==> config.mk <==
export PLATFORM = sky130hd
export DESIGN_NAME = demux_1_4_buf
export DESIGN_NICKNAME = d
export VERILOG_FILES = /design/src/rtl/demux_1_4_buf_pkg.sv /design/src/rtl/demux_1_4_buf_q.sv /design/src/rtl/demux_1_4_buf.sv
export SDC_FILE = /design/constraint.sdc
export NUM_CORES = 1
export LEC_CHECK = 0
export BUFFER_PORTS_ARGS = -buffer_cell sky130_fd_sc_hd__buf_2
export CAP_MARGIN = 20
export CELL_PAD_IN_SITES_DETAIL_PLACEMENT = 1
export CELL_PAD_IN_SITES_GLOBAL_PLACEMENT = 1
export CORE_ASPECT_RATIO = 0.5
export CORE_MARGIN = 1
export CORE_UTILIZATION = 40
export CTS_CLUSTER_SIZE = 10
export DETAILED_ROUTE_END_ITERATION = 16
export GPL_ROUTABILITY_DRIVEN = 0
export GPL_TIMING_DRIVEN = 0
export PLACE_DENSITY = 0.74
export RECOVER_POWER = 50
export SKIP_CTS_REPAIR_TIMING = 1
export SLEW_MARGIN = 30
export SYNTH_ARGS = -nofsm -noshare
export SYNTH_HDL_FRONTEND = slang
export SYNTH_SLANG_ARGS = --single-unit
==> constraint.sdc <==
create_clock -name clk -period 3.5 [get_ports clk]
set_input_delay 0.525 -clock clk [delete_from_list [all_inputs] [get_ports clk]]
set_output_delay 0.525 -clock clk [all_outputs]
set_load 0.03 [all_outputs]
==> src/rtl/demux_1_4_buf_pkg.sv <==
// Shared constants for the 1-to-4 buffered demux: channel count, selector
// width and the legal queue depths.
package demux_1_4_buf_pkg;
  localparam int NCH   = 4;
  localparam int SEL_W = 2;
  localparam int DEPTH_LEGAL_A = 2;
  localparam int DEPTH_LEGAL_B = 4;

  function automatic bit depth_legal(input int d);
    return (d == DEPTH_LEGAL_A) || (d == DEPTH_LEGAL_B);
  endfunction
endpackage

==> src/rtl/demux_1_4_buf_q.sv <==
// Single output-channel queue: circular buffer with occupancy counter.
// Storage is not reset; head reads as zero while empty.
module demux_q
  import demux_1_4_buf_pkg::*;
#(
  parameter int W     = 32,
  parameter int DEPTH = 2
) (
  input  logic                       clk,
  input  logic                       rstn,
  input  logic                       push,
  input  logic                       pop,
  input  logic [W-1:0]               din,
  output logic [W-1:0]               dout,
  output logic [$clog2(DEPTH):0]     occ,
  output logic                       full,
  output logic                       empty
);
  localparam int PW = $clog2(DEPTH);
  localparam logic [PW:0] FULL_OCC = (PW+1)'(DEPTH);

  logic [W-1:0]  mem_q [DEPTH];
  logic [PW-1:0] wr_ptr_q, wr_ptr_d, rd_ptr_q, rd_ptr_d;
  logic [PW:0]   occ_q, occ_d;
  logic          do_push, do_pop;

  assign empty   = (occ_q == '0);
  assign full    = (occ_q == FULL_OCC);
  assign occ     = occ_q;
  assign do_push = push & ~full;
  assign do_pop  = pop & ~empty;
  assign dout    = empty ? '0 : mem_q[rd_ptr_q];

  always_comb begin
    wr_ptr_d = wr_ptr_q;
    rd_ptr_d = rd_ptr_q;
    occ_d    = occ_q;
    if (do_push) wr_ptr_d = wr_ptr_q + PW'(1);
    if (do_pop)  rd_ptr_d = rd_ptr_q + PW'(1);
    case ({do_push, do_pop})
      2'b10:   occ_d = occ_q + (PW+1)'(1);
      2'b01:   occ_d = occ_q - (PW+1)'(1);
      default: occ_d = occ_q;
    endcase
  end

  always_ff @(posedge clk or negedge rstn) begin
    if (!rstn) begin
      wr_ptr_q <= '0;
      rd_ptr_q <= '0;
      occ_q    <= '0;
    end else begin
      wr_ptr_q <= wr_ptr_d;
      rd_ptr_q <= rd_ptr_d;
      occ_q    <= occ_d;
    end
  end

  // rstn gates the write so nothing lands in storage while held in reset
  always_ff @(posedge clk) begin
    if (do_push && rstn) mem_q[wr_ptr_q] <= din;
  end
endmodule

==> src/rtl/demux_1_4_buf.sv <==
// 1-to-4 demux with a small FIFO per output channel and sticky per-channel
// overflow (producer stalled on a full queue) flags.
module demux_1_4_buf
  import demux_1_4_buf_pkg::*;
#(
  parameter int W     = 32,
  parameter int DEPTH = 2
) (
  input  logic             clk,
  input  logic             rstn,
  input  logic             in_valid,
  output logic             in_ready,
  input  logic [SEL_W-1:0] in_sel,
  input  logic [W-1:0]     in_data,
  output logic [NCH-1:0]   out_valid,
  input  logic [NCH-1:0]   out_ready,
  output logic [W-1:0]     out_data0,
  output logic [W-1:0]     out_data1,
  output logic [W-1:0]     out_data2,
  output logic [W-1:0]     out_data3,
  output logic [NCH-1:0]   cnt_ovf
);
  localparam int PW = $clog2(DEPTH);
  localparam logic [PW:0] FULL_OCC = (PW+1)'(DEPTH);

  if (!depth_legal(DEPTH)) begin : g_depth_err
    $error("demux_1_4_buf: DEPTH must be 2 or 4");
  end

  logic [NCH-1:0]         sel_oh, q_push, q_pop, q_full, q_empty;
  logic [NCH-1:0][W-1:0]  q_dout;
  logic [NCH-1:0][PW:0]   q_occ;
  logic [NCH-1:0]         cnt_ovf_q, cnt_ovf_d;

  always_comb begin
    sel_oh         = '0;
    sel_oh[in_sel] = 1'b1;
  end

  // Depends only on the selector and registered occupancy, never on out_ready
  assign in_ready = (q_occ[in_sel] < FULL_OCC);

  assign q_push    = sel_oh & {NCH{in_valid & in_ready}};
  assign q_pop     = out_ready & ~q_empty;
  assign out_valid = ~q_empty;
  assign cnt_ovf_d = cnt_ovf_q | (sel_oh & q_full & {NCH{in_valid}});
  assign cnt_ovf   = cnt_ovf_q;

  always_ff @(posedge clk or negedge rstn) begin
    if (!rstn) cnt_ovf_q <= '0;
    else       cnt_ovf_q <= cnt_ovf_d;
  end

  for (genvar k = 0; k < NCH; k++) begin : g_q
    demux_q #(.W(W), .DEPTH(DEPTH)) u_q (
      .clk   (clk),
      .rstn  (rstn),
      .push  (q_push[k]),
      .pop   (q_pop[k]),
      .din   (in_data),
      .dout  (q_dout[k]),
      .occ   (q_occ[k]),
      .full  (q_full[k]),
      .empty (q_empty[k])
    );
  end

  assign out_data0 = q_dout[0];
  assign out_data1 = q_dout[1];
  assign out_data2 = q_dout[2];
  assign out_data3 = q_dout[3];
endmodule

# Word level (Yosys, flattened, before mapping)
# Memory sizes are Yosys's and may differ from the RTL's.
# Index checks and enable logic that the tools add are counted.
word_totals:
  mem_count: 4
  word_cells: 104
  regBits: 20
  ram_bits: 256
mem_list:
  columns: ["name", "depth", "word_bits", "read_ports", "rd_clocked_by_memory_dff", "write_ports", "line_no", "rtl"]
  rows:
  - ["g_q[0].u_q.mem_q", 2, 32, 1, 0, 1, "demux_1_4_buf_q.sv:22", "logic [W-1:0] mem_q [DEPTH];"]
  - ["g_q[1].u_q.mem_q", 2, 32, 1, 0, 1, "demux_1_4_buf_q.sv:22", null]
  - ["g_q[2].u_q.mem_q", 2, 32, 1, 0, 1, "demux_1_4_buf_q.sv:22", null]
  - ["g_q[3].u_q.mem_q", 2, 32, 1, 0, 1, "demux_1_4_buf_q.sv:22", null]
op_classes:
  n_addsub: 16
  n_bitwise: 23
  reduce_logical: 13
  n_eq_ne: 12
  mux: 20
  n_lt_le_gt_ge: 3
ops:
  columns: ["op", "count"]
  rows:
  - ["32-bit two-way mux", 4]
  - ["4-bit bitwise AND", 4]
  - ["2-bit equality test, second input constant", 8]
  - ["2-bit case mux with 2 select lines", 4]
  - ["1-bit bitwise AND", 9]
  - ["1-bit two-way mux", 9]
  - ["1-bit adder, second input constant", 8]
  - ["2-bit by 1-bit adder with 2-bit output, second input constant", 4]
  - ["2-bit by 1-bit equality test with 1-bit output, second input constant", 4]
  - ["2-bit logical NOT", 4]
  - ["1-bit NOT", 8]
  - ["2-bit nonzero test", 4]
  - ["2-bit by 1-bit subtractor with 2-bit output, second input constant", 4]
  - ["1-bit logical AND", 5]
  - ["2-bit binary-select mux with 2-bit select", 1]
  - ["4-bit NOT", 1]
  - ["4-bit bitwise OR", 1]
  - ["2-bit by 3-bit < comparator with 1-bit output, second input constant", 1]
  - ["1-bit demux with 2-bit select", 1]
  - ["2-bit by 1-bit greater-or-equal comparator with 1-bit output, second input constant", 1]
  - ["2-bit < comparator, second input constant", 1]
  - ["2-bit two-way mux", 1]

# Longest topological paths before layout
# Gate-level depths: netlist of the first run.
depth:
  ltp_word: 9
  mapped_depth: 7
  ltp_nobuf: 7

# By module
# Synthesis of the first run repeated with hierarchy kept, for this count alone.
hier_totals:
  hier_cells: 637
  area_unflattened_um2: 10762.8
modules_own_cells:
  columns: ["mod", "cells_each", "instances", "area_each_um2"]
  rows:
  - ["demux_q", 153, 4, 2628.8]
  - ["demux_1_4_buf", 25, 1, 247.7]

# Least setup slack after synthesis of the first run
# No wires, ideal clock.
synth_path:
  path_kind: "input-to-reg"
  startpoint: "input port in_sel[1]"
  endpoint: "memory g_q[1].u_q.mem_q[0][0], enable pin"
  arrival_time_ps: 3241
  required_ps: 3039
  slack_ps: -202
  setup_ps: 461
  stages: 4
  path_cell_list: "buf_4 -> and4bb_2 -> inv_1 -> nor3_1"
synth_between:
  elab_chain_cells: 9
synth_rtl:
  columns: ["item", "line_no", "rtl"]
  rows:
  - ["start, declared", "demux_1_4_buf.sv:13", "input logic [SEL_W-1:0] in_sel,"]
  - ["2-bit binary-select mux with 2-bit select (tied with other cells)", "demux_1_4_buf.sv:41", "assign in_ready = (q_occ[in_sel] < FULL_OCC);"]
  - ["2-bit two-way mux (implied by the code) / 1-bit logical AND (equally long branches)", "demux_1_4_buf.sv:41, demux_1_4_buf.sv:37", null]
  - ["2-bit < comparator / 1-bit two-way mux (equally long branches)", "demux_1_4_buf.sv:41, demux_1_4_buf.sv:37", null]
  - ["1-bit bitwise AND / 1-bit demux with 2-bit select (equally long branches)", "demux_1_4_buf.sv:43, demux_1_4_buf.sv:37", null]
  - ["4-bit bitwise AND (*)", "demux_1_4_buf.sv:43", "assign q_push = sel_oh & {NCH{in_valid & in_ready}};"]
  - ["1-bit bitwise AND (*)", "demux_1_4_buf_q.sv:30", "assign do_push = push & ~full;"]
  - ["1-bit logical AND (*)", "demux_1_4_buf_q.sv:61", "if (do_push && rstn) mem_q[wr_ptr_q] <= din;"]
  - ["1-bit two-way mux (*)", "demux_1_4_buf_q.sv:61", null]
  - ["1-bit two-way mux (implied by the code) (*)", "demux_1_4_buf_q.sv:61", null]
  - ["end, declared", "demux_1_4_buf_q.sv:22", null]
# Every way passes the cells marked *; elsewhere a longest branch is shown, timed or not. The select of a mux whose other input is x is not followed.

# Final worst setup path of the first run
layout_path:
  startpoint: "register g_q[3].u_q.occ_q[1]"
  endpoint: "output port out_data3[21]"
layout_between:
  elab_chain_cells: 2
layout_rtl:
  columns: ["item", "line_no", "rtl"]
  rows:
  - ["start, declared", "demux_1_4_buf_q.sv:24", "logic [PW:0] occ_q, occ_d;"]
  - ["start signal, assigned", "demux_1_4_buf_q.sv:51", "occ_q <= '0;"]
  - ["start signal, assigned", "demux_1_4_buf_q.sv:55", "occ_q <= occ_d;"]
  - ["2-bit logical NOT", "demux_1_4_buf_q.sv:27", "assign empty = (occ_q == '0);"]
  - ["32-bit two-way mux", "demux_1_4_buf_q.sv:32", "assign dout = empty ? '0 : mem_q[rd_ptr_q];"]
  - ["end, declared", "demux_1_4_buf.sv:20", "output logic [W-1:0] out_data3,"]
# Every way passes these cells.

==> impl_metrics.py, run 1 <==
metrics = {
    "status": {
        "status": "complete, no violations",
    },
    "clock_network": {
        "numClockSinks": 276,
        "max-clock-path-buffers": 3,
        "cts_inserted_buffers": 31,
        "clk_transition_reported_paths_ps": 60,
        "cts_root_buffer": "sky130_fd_sc_hd__clkbuf_16",
        "clock_tree_from_tritoncts": "done",
        "clock_insertion_delay_at_the_later_pin_of_the_skew_report_ps": 540,
        "htree_num_levels": 1,
    },
    "grt": {
        "groute.usage.overall": 0.205,
        "antenna_found_initial": 1,
        "global_route_wire_length_before_repair_mm": 41.2,
        "globalRoute.totalOverflow": 0,
        "via_count_of_the_first_global_routing_pass": 6626,
        "grt_max_degree": 33,
    },
    "power_and_ir_drop": {
        "worst_ir_drop_vdd_v": 0.000378,
        "p_per_area_nw_per_um2": 892,
        "leakage_nw": 5.08,
        "totalPowerFinal_w": 0.0116,
    },
    "synth": {
        "yosys.area_share.adder": 0.00469,
        "synthMuxAreaShare": 0.122,
        "synthesis.area_sq_um": 10700,
        "synthesis.instances": 630,
        "yosys_register_bits": 276,
        "post_synthesis_sequential_area_ratio": 0.767,
        "synth-edff-count": 256,
        "synthArstFlopShare": 0.0725,
        "synth_simple_gate_area_share": 0.0662,
        "yosysWarnings": 0,
        "synth-main-ff-cell": "sky130_fd_sc_hd__edfxtp_1",
        "synth_largest_type_area_fraction": 0.720,
        "yosys-top-cells-area": "sky130_fd_sc_hd__edfxtp_1 72%, sky130_fd_sc_hd__mux2i_1 12%, sky130_fd_sc_hd__dfrtp_1 4.7%",
        "synth_compound_area_frac": 0.00293,
        "synth_top_cell_by_area": "sky130_fd_sc_hd__edfxtp_1",
        "post_synth.cell_area_avg_sq_um": 16.9,
        "synth_top_family_by_area": "multiplexers",
        "post_synth_most_frequent_cells": "256 x sky130_fd_sc_hd__edfxtp_1, 132 x sky130_fd_sc_hd__nor2_1, 128 x sky130_fd_sc_hd__mux2i_1, 20 x sky130_fd_sc_hd__dfrtp_1, 13 x sky130_fd_sc_hd__buf_4",
        "synth.most_common_cell": "sky130_fd_sc_hd__edfxtp_1",
        "synth_xor_xnor_area_share": 0.0164,
        "postSynthNetCount": 675,
        "ys_types": 29,
    },
    "critical_path": {
        "crit_path_cells": "nor2_1 -> buf_1 -> nor2_1 -> buf_2",
        "critical_path_s_largest_stage_delay_ps": 650,
        "cp_num_cells": 4,
        "timing.critical_path.required_ps": 2970,
        "cpLargestDelayFamily": "buffers and inverters",
        "timing.critical_path.mode_cell": "sky130_fd_sc_hd__nor2_1",
        "critPathCaptureType": "output pin",
        "cp.buffers_inverters": 2,
        "number_of_cell_instances_on_the_worst_register_to_register_path": 3,
        "critPathSlowestCell": "sky130_fd_sc_hd__buf_1",
        "worst_ep_arrival_time_ps": 2410,
        "reg2reg_slack_ps": 1120,
        "cp_max_fo": 10,
        "critical_path_class": "reg2out",
        "cp-start-kind": "register",
    },
    "layout": {
        "area.growth.synth_to_final_pct": 21.9,
        "nNetsFinal": 903,
        "share_of_post_route_cells_with_drive_strength_above_1": 0.246,
        "post-route-util": 0.507,
        "final_non_filler_cells": 1215,
    },
    "die": {
        "floorplan.initialDensity": 0.415,
        "pin_count": 178,
        "die_w_um": 233,
        "core_sq_um": 25700,
        "placement_rows": 41,
        "dieArea_sq_um": 27400,
        "die_height_um": 118,
    },
    "route": {
        "antenna_left": 0,
        "route.final.wire_length_mm": 28.2,
        "route.detailed.drc": 0,
        "vias": 6172,
        "avgRoutedWirePerCell_um": 23.2,
        "post_drt_via_cell_ratio": 5.08,
        "dr.first_iter.drc_count": 405,
        "detailedRoute.firstPassIterationCount": 5,
    },
    "timing": {
        "fin_worst_skew_ps": 15.2,
        "max_slew.worst_pin.slew_ps": 1250,
        "slew_headroom": 0.166,
        "grt_setup_unrepaired": "no",
        "timing.final.setup_violations": 0,
        "setup_tns_ps": 0,
        "period_minus_slack_ps": 2940,
        "final_hold_viol_count": 0,
        "fin_worst_hold_slack_ps": 216,
        "fmax_ghz": 0.341,
        "period_share": 0.839,
        "drv_slew": 0,
    },
    "place": {
        "dpl.cell_count": 1168,
        "port-buffer-count": 175,
        "post-dp-hpwl_mm": 19.1,
    },
    "hold_path": {
        "number_of_cells_traversed_by_the_worst_hold_path": 2,
        "hp-class": "in2reg",
    },
    "flow_run": {
        "maxCapViolCount": 0,
    },
}
-- metal layers --
layer | share of wire | vias to the layer above | global-route usage
met5 | 0 | - | 0
met4 | 0.023 | 0 | 0.0600
met3 | 0.045 | 48 | 0.0300
met2 | 0.51 | 164 | 0.354
met1 | 0.43 | 3192 | 0.267
li1 | - | 2768 | -
-- registers in the layout (all words and copies together), names as in the netlist --
name / flops
cnt_ovf: 4
g_q.u_q.rd_ptr_q: 4
g_q.u_q.occ: 8
g_q.u_q.mem_q: 256
g_q.u_q.wr_ptr_q: 4
-- through the flow --
stage	area (sq um)	worst slack (ps)
2_1_floorplan	10700	-53.6
3_5_place_dp	12300	652
4_1_cts	13100	685
6_report	13000	564
3_3_place_gp	12000	-2220
5_1_grt	13000	445
-- cell type report --
| type | instances | area (sq um) |
|---|---|---|
| antenna | 1 | 2.50 |
| buffer | 30 | 181 |
| clock buffer | 43 | 821 |
| clock inverter | 2 | 38.8 |
| fill | 2533 | 12700 |
| inverter | 11 | 41.3 |
| multi-input combinational | 313 | 2260 |
| sequential | 276 | 8190 |
| tap | 344 | 430 |
| timing repair buffer | 195 | 1060 |
-- cells by family after synthesis --
| kind of cell | after synthesis |
|---|---|
| muxes | 129 |
| xor gates and xnor gates | 20 |
| buffers and inverters | 41 |
| AOI/OAI and AO/OA | 4 |
| DFF | 276 |
| adders and majority gates | 4 |
| and+or+nand+nor | 156 |
-- power breakdown --
group | switching (W) | leakage (nW) | internal (W) | total (W)
logic | 0.00342 | 2.13 | 0.00136 | 0.00478
clock network | 0.00119 | 0.415 | 0.00167 | 0.00286
registers | 0.000149 | 2.53 | 0.00382 | 0.00397
total | 0.00476 | 5.08 | 0.00685 | 0.0116
-- path summary, 6_finish.rpt --
check | to | startpoint
max in group asynchronous | g_q[3].u_q.occ[0] | rstn
max reg2reg | g_q[1].u_q.mem_q[1][2] | g_q[1].u_q.occ[1]
min | cnt_ovf[0] | in_sel[0]
min reg2reg | cnt_ovf[2] | cnt_ovf[2]
max | out_data3[21] | g_q[3].u_q.occ[1]
min in group asynchronous | g_q[0].u_q.occ[0] | rstn
-- layout by cell type, fill, tap and decap left out, types with 2 or more instances in the layout --
| master | Yosys | routed |
|---|---|---|
| sky130_fd_sc_hd__buf_4 | 13 | 21 |
| sky130_fd_sc_hd__buf_8 | 0 | 4 |
| sky130_fd_sc_hd__and3_1 | 2 | 2 |
| sky130_fd_sc_hd__nor2_1 | 132 | 136 |
| sky130_fd_sc_hd__xnor2_1 | 9 | 9 |
| sky130_fd_sc_hd__nand4b_1 | 2 | 2 |
| sky130_fd_sc_hd__clkbuf_1 | 0 | 60 |
| sky130_fd_sc_hd__buf_2 | 10 | 137 |
| sky130_fd_sc_hd__ha_1 | 4 | 4 |
| sky130_fd_sc_hd__nor3_2 | 1 | 2 |
| sky130_fd_sc_hd__buf_16 | 0 | 2 |
| sky130_fd_sc_hd__edfxtp_1 | 256 | 256 |
| sky130_fd_sc_hd__dfrtp_1 | 20 | 20 |
| sky130_fd_sc_hd__buf_6 | 1 | 6 |
| sky130_fd_sc_hd__xor2_1 | 11 | 11 |
| sky130_fd_sc_hd__o21bai_1 | 2 | 2 |
| sky130_fd_sc_hd__inv_1 | 9 | 9 |
| sky130_fd_sc_hd__and4bb_2 | 3 | 2 |
| sky130_fd_sc_hd__buf_1 | 6 | 6 |
| sky130_fd_sc_hd__clkbuf_16 | 0 | 31 |
| sky130_fd_sc_hd__and2_0 | 0 | 3 |
| sky130_fd_sc_hd__mux2i_1 | 128 | 128 |
| sky130_fd_sc_hd__nor3_4 | 0 | 3 |
Note: power is estimated with default switching activity, not from simulation.
==> run 2, diff against run 1 <==
Clock period 3.5 ns to 2.6 ns, I/O delays scaled along.
==> run 2 against run 1 <==
  * Total power up 35%
  * Cell count barely moved
  * Sequential share of layout area is 0.17 points lower
  * Highest routed layer unchanged
  * Largest cell class unchanged
  * First-iteration DRC count decreased by 4.0%
  * Clock skew fell by 1.5 ps
  * Non-clock buffer count rose by 1
  * Final area rose by 0.28%
  * Utilization up 0.14 points
  * Critical path type is now reg2reg
  * Die area did not move
  * Via count down 0.96%
==> impl_metrics.py, run 2 (synthesis results as in run 1) <==
metrics = {
    "grt": {
        "grt_max_degree": 33,
        "globalRoute.totalOverflow": 0,
        "antenna_found_initial": 1,
        "via_count_of_the_first_global_routing_pass": 6626,
        "groute.usage.overall": 0.205,
        "global_route_wire_length_before_repair_mm": 41.2,
    },
    "flow_run": {
        "maxCapViolCount": 0,
    },
    "clock_network": {
        "clock_tree_from_tritoncts": "done",
        "cts_root_buffer": "sky130_fd_sc_hd__clkbuf_16",
        "clk_transition_reported_paths_ps": 60,
        "htree_num_levels": 1,
        "cts_inserted_buffers": 31,
        "clock_insertion_delay_at_the_later_pin_of_the_skew_report_ps": 540,
        "numClockSinks": 276,
        "max-clock-path-buffers": 3,
    },
    "layout": {
        "layout.area.seq_sq_um": 8190,
        "area.growth.synth_to_final_pct": 22.3,
        "max_reg_flops": 256,
        "nNetsFinal": 904,
        "share_of_post_route_cells_with_drive_strength_above_1": 0.266,
        "final_non_filler_cells": 1216,
        "top_register": "g_q.u_q.mem_q",
        "final_common_cell": "sky130_fd_sc_hd__edfxtp_1",
        "multi_input_combinational_cell_area_sq_um": 2280,
        "fillCellCount": 2527,
        "layout_common_cells": "256 x sky130_fd_sc_hd__edfxtp_1, 148 x sky130_fd_sc_hd__buf_2, 132 x sky130_fd_sc_hd__nor2_1, 128 x sky130_fd_sc_hd__mux2i_1, 51 x sky130_fd_sc_hd__clkbuf_1",
    },
    "power_and_ir_drop": {
        "clock_power_share": 0.245,
        "switching_power_w": 0.00642,
        "p_per_area_nw_per_um2": 1200,
        "power_report.internal_total_w": 0.00927,
        "power_frac_seq": 0.342,
        "combPwrFrac": 0.413,
        "power.share.switching": 0.409,
        "worst_ir_drop_vdd_v": 0.000509,
        "leakage_nw": 5.12,
    },
    "route": {
        "dr.first_iter.drc_count": 389,
        "post_drt_via_cell_ratio": 5.03,
        "avgRoutedWirePerCell_um": 23.2,
        "antenna_left": 0,
        "detailedRoute.firstPassIterationCount": 5,
        "route.final.wire_length_mm": 28.2,
        "route.detailed.drc": 0,
        "vias": 6113,
    },
    "timing": {
        "max_slew.worst_pin.slew_ps": 1150,
        "fin_worst_skew_ps": 13.7,
        "final_hold_viol_count": 0,
        "worst_slack_ps": 226,
        "fmax_ghz": 0.421,
        "grt_setup_unrepaired": "no",
        "period_minus_slack_ps": 2370,
        "drv_slew": 0,
        "period_share": 0.913,
        "setup_tns_ps": 0,
        "slew_headroom": 0.233,
        "timing.final.setup_violations": 0,
    },
    "die": {
        "floorplan.initialDensity": 0.415,
        "core_sq_um": 25700,
        "pin_count": 178,
        "dieArea_sq_um": 27400,
        "die_w_um": 233,
        "placement_rows": 41,
        "die_height_um": 118,
    },
    "critical_path": {
        "crit_path_cells": "and4bb_2 -> inv_1 -> nor3_2 -> buf_8 -> buf_6",
        "critPathCaptureType": "register",
        "cp_max_fo": 9,
        "cp.buffers_inverters": 3,
        "critPathSlowestCell": "sky130_fd_sc_hd__nor3_2",
        "critical_path_class": "reg2reg",
        "reg2reg_slack_ps": 230,
        "cp-start-kind": "register",
        "critical_path_s_largest_stage_delay_ps": 730,
        "worst_ep_arrival_time_ps": 2620,
        "timing.critical_path.required_ps": 2840,
        "cpLargestDelayFamily": "simple AND/OR/NAND/NOR gates",
    },
    "status": {
        "status": "complete, no violations",
    },
    "place": {
        "port-buffer-count": 175,
        "post-dp-hpwl_mm": 19.1,
        "dp_slack_ps": -113,
        "dpl.cell_count": 1168,
    },
    "hold_path": {
        "hp-class": "in2reg",
    },
}
run 2: layout make-up:
class                      count  area share
inverter                      11     0.00316
multi-input combinational    313       0.175
clock buffer                  43      0.0629
clock inverter                 2     0.00297
buffer                        30      0.0143
timing repair buffer         196      0.0817
sequential                   276       0.627
tap                          344      0.0330
antenna                        1    0.000192
run 2: worst paths after layout:
check / start / end / cells past startpoint
setup / recovery: g_q[2].u_q.occ[1] / g_q[2].u_q.mem_q[0][3] / 5
hold / removal: in_sel[0] / cnt_ovf[0] / 2
setup reg to reg: g_q[2].u_q.occ[1] / g_q[2].u_q.mem_q[0][3] / 5
hold reg to reg: cnt_ovf[2] / cnt_ovf[2] / 1
max in group asynchronous: rstn / cnt_ovf[1] / 3
min in group asynchronous: rstn / g_q[3].u_q.wr_ptr_q / 3
run 2: power groups by stage:
| stage | sequential (W) | combinational [W] | clock (W) |
|---|---|---|---|
| 2_1_floorplan | 0.00544 | 0.00434 | 0 |
| 3_3_place_gp | 0.00543 | 0.00638 | 0 |
| 3_5_place_dp | 0.00546 | 0.00652 | 0 |
| 4_1_cts | 0.00538 | 0.00657 | 0.00391 |
| 5_1_grt | 0.00539 | 0.00681 | 0.00407 |
| 6_report | 0.00537 | 0.00648 | 0.00384 |
run 2: layer usage:
layer | share of wire | global-route usage
met3 | 0.047 | 0.0300
met2 | 0.51 | 0.354
met5 | 0 | 0
met4 | 0.023 | 0.0600
met1 | 0.42 | 0.267
run 2: per-stage QoR:
step | utilization | area (sq um) | power (W) | hold slack (ps)
floorplan | - | 10700 | 0.00978 | 94.4
global placement | 0.467 | 12000 | 0.0118 | 387
detailed placement | 0.477 | 12300 | 0.0120 | 393
CTS | 0.510 | 13100 | 0.0159 | -180
global route | 0.508 | 13100 | 0.0163 | 86.9
finish | 0.508 | 13100 | 0.0157 | 97.6
==> run 3, diff against run 2 <==
--- a/config.mk
+++ b/config.mk
@@ -17,7 +17,8 @@
 export GPL_ROUTABILITY_DRIVEN = 0
 export GPL_TIMING_DRIVEN = 0
-export PLACE_DENSITY = 0.74
+export PLACE_DENSITY = 0.71
 export RECOVER_POWER = 50
 export SKIP_CTS_REPAIR_TIMING = 1
+export SKIP_LAST_GASP = 1
 export SLEW_MARGIN = 30
 export SYNTH_ARGS = -nofsm -noshare
==> constraint.sdc (replaced) <==
create_clock -name clk -period 2.5 [get_ports clk]
set_input_delay 0.25 -clock clk [delete_from_list [all_inputs] [get_ports clk]]
set_output_delay 0.25 -clock clk [all_outputs]
set_load 0.03 [all_outputs]
==> run 3 against run 2 <==
  * Cell count is 2.1% higher
  * Clock skew is 5.6 ps higher
  * Setup slack worse by 91 ps
  * Worst hold slack worse by 58 ps
  * Non-clock buffer count is 27 higher
  * Count of clock-buffer cells in the layout stayed put
  * Clock power is 2% higher
  * Sequential power is 3.9% higher
  * Total power is 4.0% higher
  * First-iteration DRC count is 2.3% higher
  * Critical path type is now in2reg
  * Highest routed layer unchanged
==> impl_metrics.py, run 3 (synthesis results as in run 1) <==
metrics = {
    "timing": {
        "slew_headroom": 0.242,
        "period_minus_slack_ps": 2370,
        "fmax_ghz": 0.423,
        "drv_slew": 0,
        "grt_setup_unrepaired": "no",
        "fin_worst_hold_slack_ps": 40.0,
        "final_hold_viol_count": 0,
        "period_share": 0.946,
        "max_slew.worst_pin.slew_ps": 1140,
        "fin_worst_skew_ps": 19.3,
        "worst_slack_ps": 135,
        "timing.final.setup_violations": 0,
    },
    "route": {
        "dr.first_iter.drc_count": 398,
        "post_drt_via_cell_ratio": 5.05,
        "detailedRoute.firstPassIterationCount": 5,
        "route.detailed.drc": 0,
        "route.final.wire_length_mm": 29.0,
        "vias": 6273,
        "antenna_left": 0,
        "avgRoutedWirePerCell_um": 23.3,
    },
    "power_and_ir_drop": {
        "worst_ir_drop_vdd_v": 0.000511,
        "power.share.switching": 0.415,
        "combPwrFrac": 0.418,
        "leakage_nw": 5.19,
        "power_report.internal_total_w": 0.00955,
        "power_frac_seq": 0.342,
        "clock_power_share": 0.240,
        "switching_power_w": 0.00677,
        "p_per_area_nw_per_um2": 1230,
    },
    "die": {
        "core_sq_um": 25700,
        "dieArea_sq_um": 27400,
        "die_height_um": 118,
        "die_w_um": 233,
        "placement_rows": 41,
        "floorplan.initialDensity": 0.415,
        "pin_count": 178,
    },
    "layout": {
        "top_register": "g_q.u_q.mem_q",
        "area.growth.synth_to_final_pct": 24.3,
        "final_area_sq_um": 13300,
        "layout_common_cells": "256 x sky130_fd_sc_hd__edfxtp_1, 142 x sky130_fd_sc_hd__buf_2, 132 x sky130_fd_sc_hd__nor2_1, 128 x sky130_fd_sc_hd__mux2i_1, 57 x sky130_fd_sc_hd__clkbuf_1",
        "share_of_post_route_cells_with_drive_strength_above_1": 0.255,
        "multi_input_combinational_cell_area_sq_um": 2290,
        "layout.area.seq_sq_um": 8190,
        "final_common_cell": "sky130_fd_sc_hd__edfxtp_1",
        "fillCellCount": 2540,
        "diodes": 0,
        "nNetsFinal": 931,
        "post-route-util": 0.516,
        "final_non_filler_cells": 1242,
        "max_reg_flops": 256,
    },
    "place": {
        "dpl.cell_count": 1168,
        "port-buffer-count": 175,
        "post-dp-hpwl_mm": 19.0,
        "dp_slack_ps": -56.6,
        "dpl-instance-area_sq_um": 12200,
    },
    "hold_path": {
        "timing.hold.worst.start": "in_valid",
        "hp-class": "in2reg",
    },
    "clock_network": {
        "clock_insertion_delay_at_the_later_pin_of_the_skew_report_ps": 560,
        "cts_root_buffer": "sky130_fd_sc_hd__clkbuf_16",
        "clock_tree_from_tritoncts": "done",
        "max-clock-path-buffers": 3,
        "cts_inserted_buffers": 31,
        "htree_num_levels": 1,
        "clk_transition_reported_paths_ps": 60,
        "numClockSinks": 276,
    },
    "status": {
        "status": "complete, no violations",
    },
    "critical_path": {
        "worstSetupStartpoint": "in_sel[0]",
        "cp_max_fo": 9,
        "critPathCaptureType": "register",
        "r2r_start": "g_q[0].u_q.occ[1]",
        "timing.critical_path.required_ps": 2760,
        "critical_path_class": "in2reg",
        "cp-start-kind": "input port",
        "worst_ep_arrival_time_ps": 2630,
    },
    "grt": {
        "grt_max_degree": 33,
        "via_count_of_the_first_global_routing_pass": 6739,
        "global_route_wire_length_before_repair_mm": 42.2,
        "groute.usage.overall": 0.210,
        "globalRoute.totalOverflow": 0,
        "antenna_found_initial": 0,
    },
    "flow_run": {
        "maxCapViolCount": 0,
    },
}
-- run 3: cell types whose count changed in the layout (fill, tap and decap cells not counted), sizes merged --
cell,delta
buf,-7
bufinv,-1
clkbuf,+7
diode,-1
dlygate4sd3,+27
inv,+1
-- run 3: power by group through the flow --
| stage | sequential (W) | clock, W | combinational [W] |
|---|---|---|---|
| 2_1_floorplan | 0.00566 | 0 | 0.00451 |
| 3_3_place_gp | 0.00565 | 0 | 0.00670 |
| 3_5_place_dp | 0.00567 | 0 | 0.00683 |
| 4_1_cts | 0.00558 | 0.00399 | 0.00688 |
| 5_1_grt | 0.00560 | 0.00414 | 0.00717 |
| 6_report | 0.00558 | 0.00391 | 0.00683 |
-- run 3: through the flow --
stage	TNS, ps	power [W]
after floorplan	-57590	0.0102
after global placement	-345200	0.0124
after detailed placement	-557	0.0125
after CTS	-1320	0.0165
after global routing	0	0.0169
final	0	0.0163
-- run 3: worst max-delay path: stages --
cell and delay, ps:
sky130_fd_sc_hd__dlygate4sd3_1 580, sky130_fd_sc_hd__buf_6 160, sky130_fd_sc_hd__nor4b_1 630, sky130_fd_sc_hd__inv_2 130, sky130_fd_sc_hd__nor3_4 440, sky130_fd_sc_hd__buf_6 240
sky130_fd_sc_hd__buf_6 180
-- run 3: per-layer routing --
metal | wire length [um] | vias to the layer above | track usage
li1 | - | 2824 | -
met1 | 12600 | 3235 | 0.278
met2 | 14300 | 165 | 0.357
met3 | 1310 | 49 | 0.0378
met4 | 736 | 0 | 0.0580
met5 | 0 | - | 0
-- run 3: area by class of cell --
cell class,count,share of cell area
buffer,30,0.0140
clock buffer,43,0.0618
clock inverter,2,0.00104
inverter,11,0.00311
multi-input combinational,313,0.173
sequential,276,0.617
tap,344,0.0324
timing repair buffer,223,0.0977
-- run 3: final timing paths --
path	slack [ps]	cells past startpoint	end
worst max-delay path	130	7	g_q[0].u_q.mem_q[0][8]
worst min-delay path	40	2	cnt_ovf[2]
worst max register to register	140	5	g_q[0].u_q.mem_q[0][8]
worst min register to register	470	1	cnt_ovf[2]
max in group asynchronous	1030	3	g_q[3].u_q.wr_ptr_q
min in group asynchronous	780	3	g_q[2].u_q.occ[1]
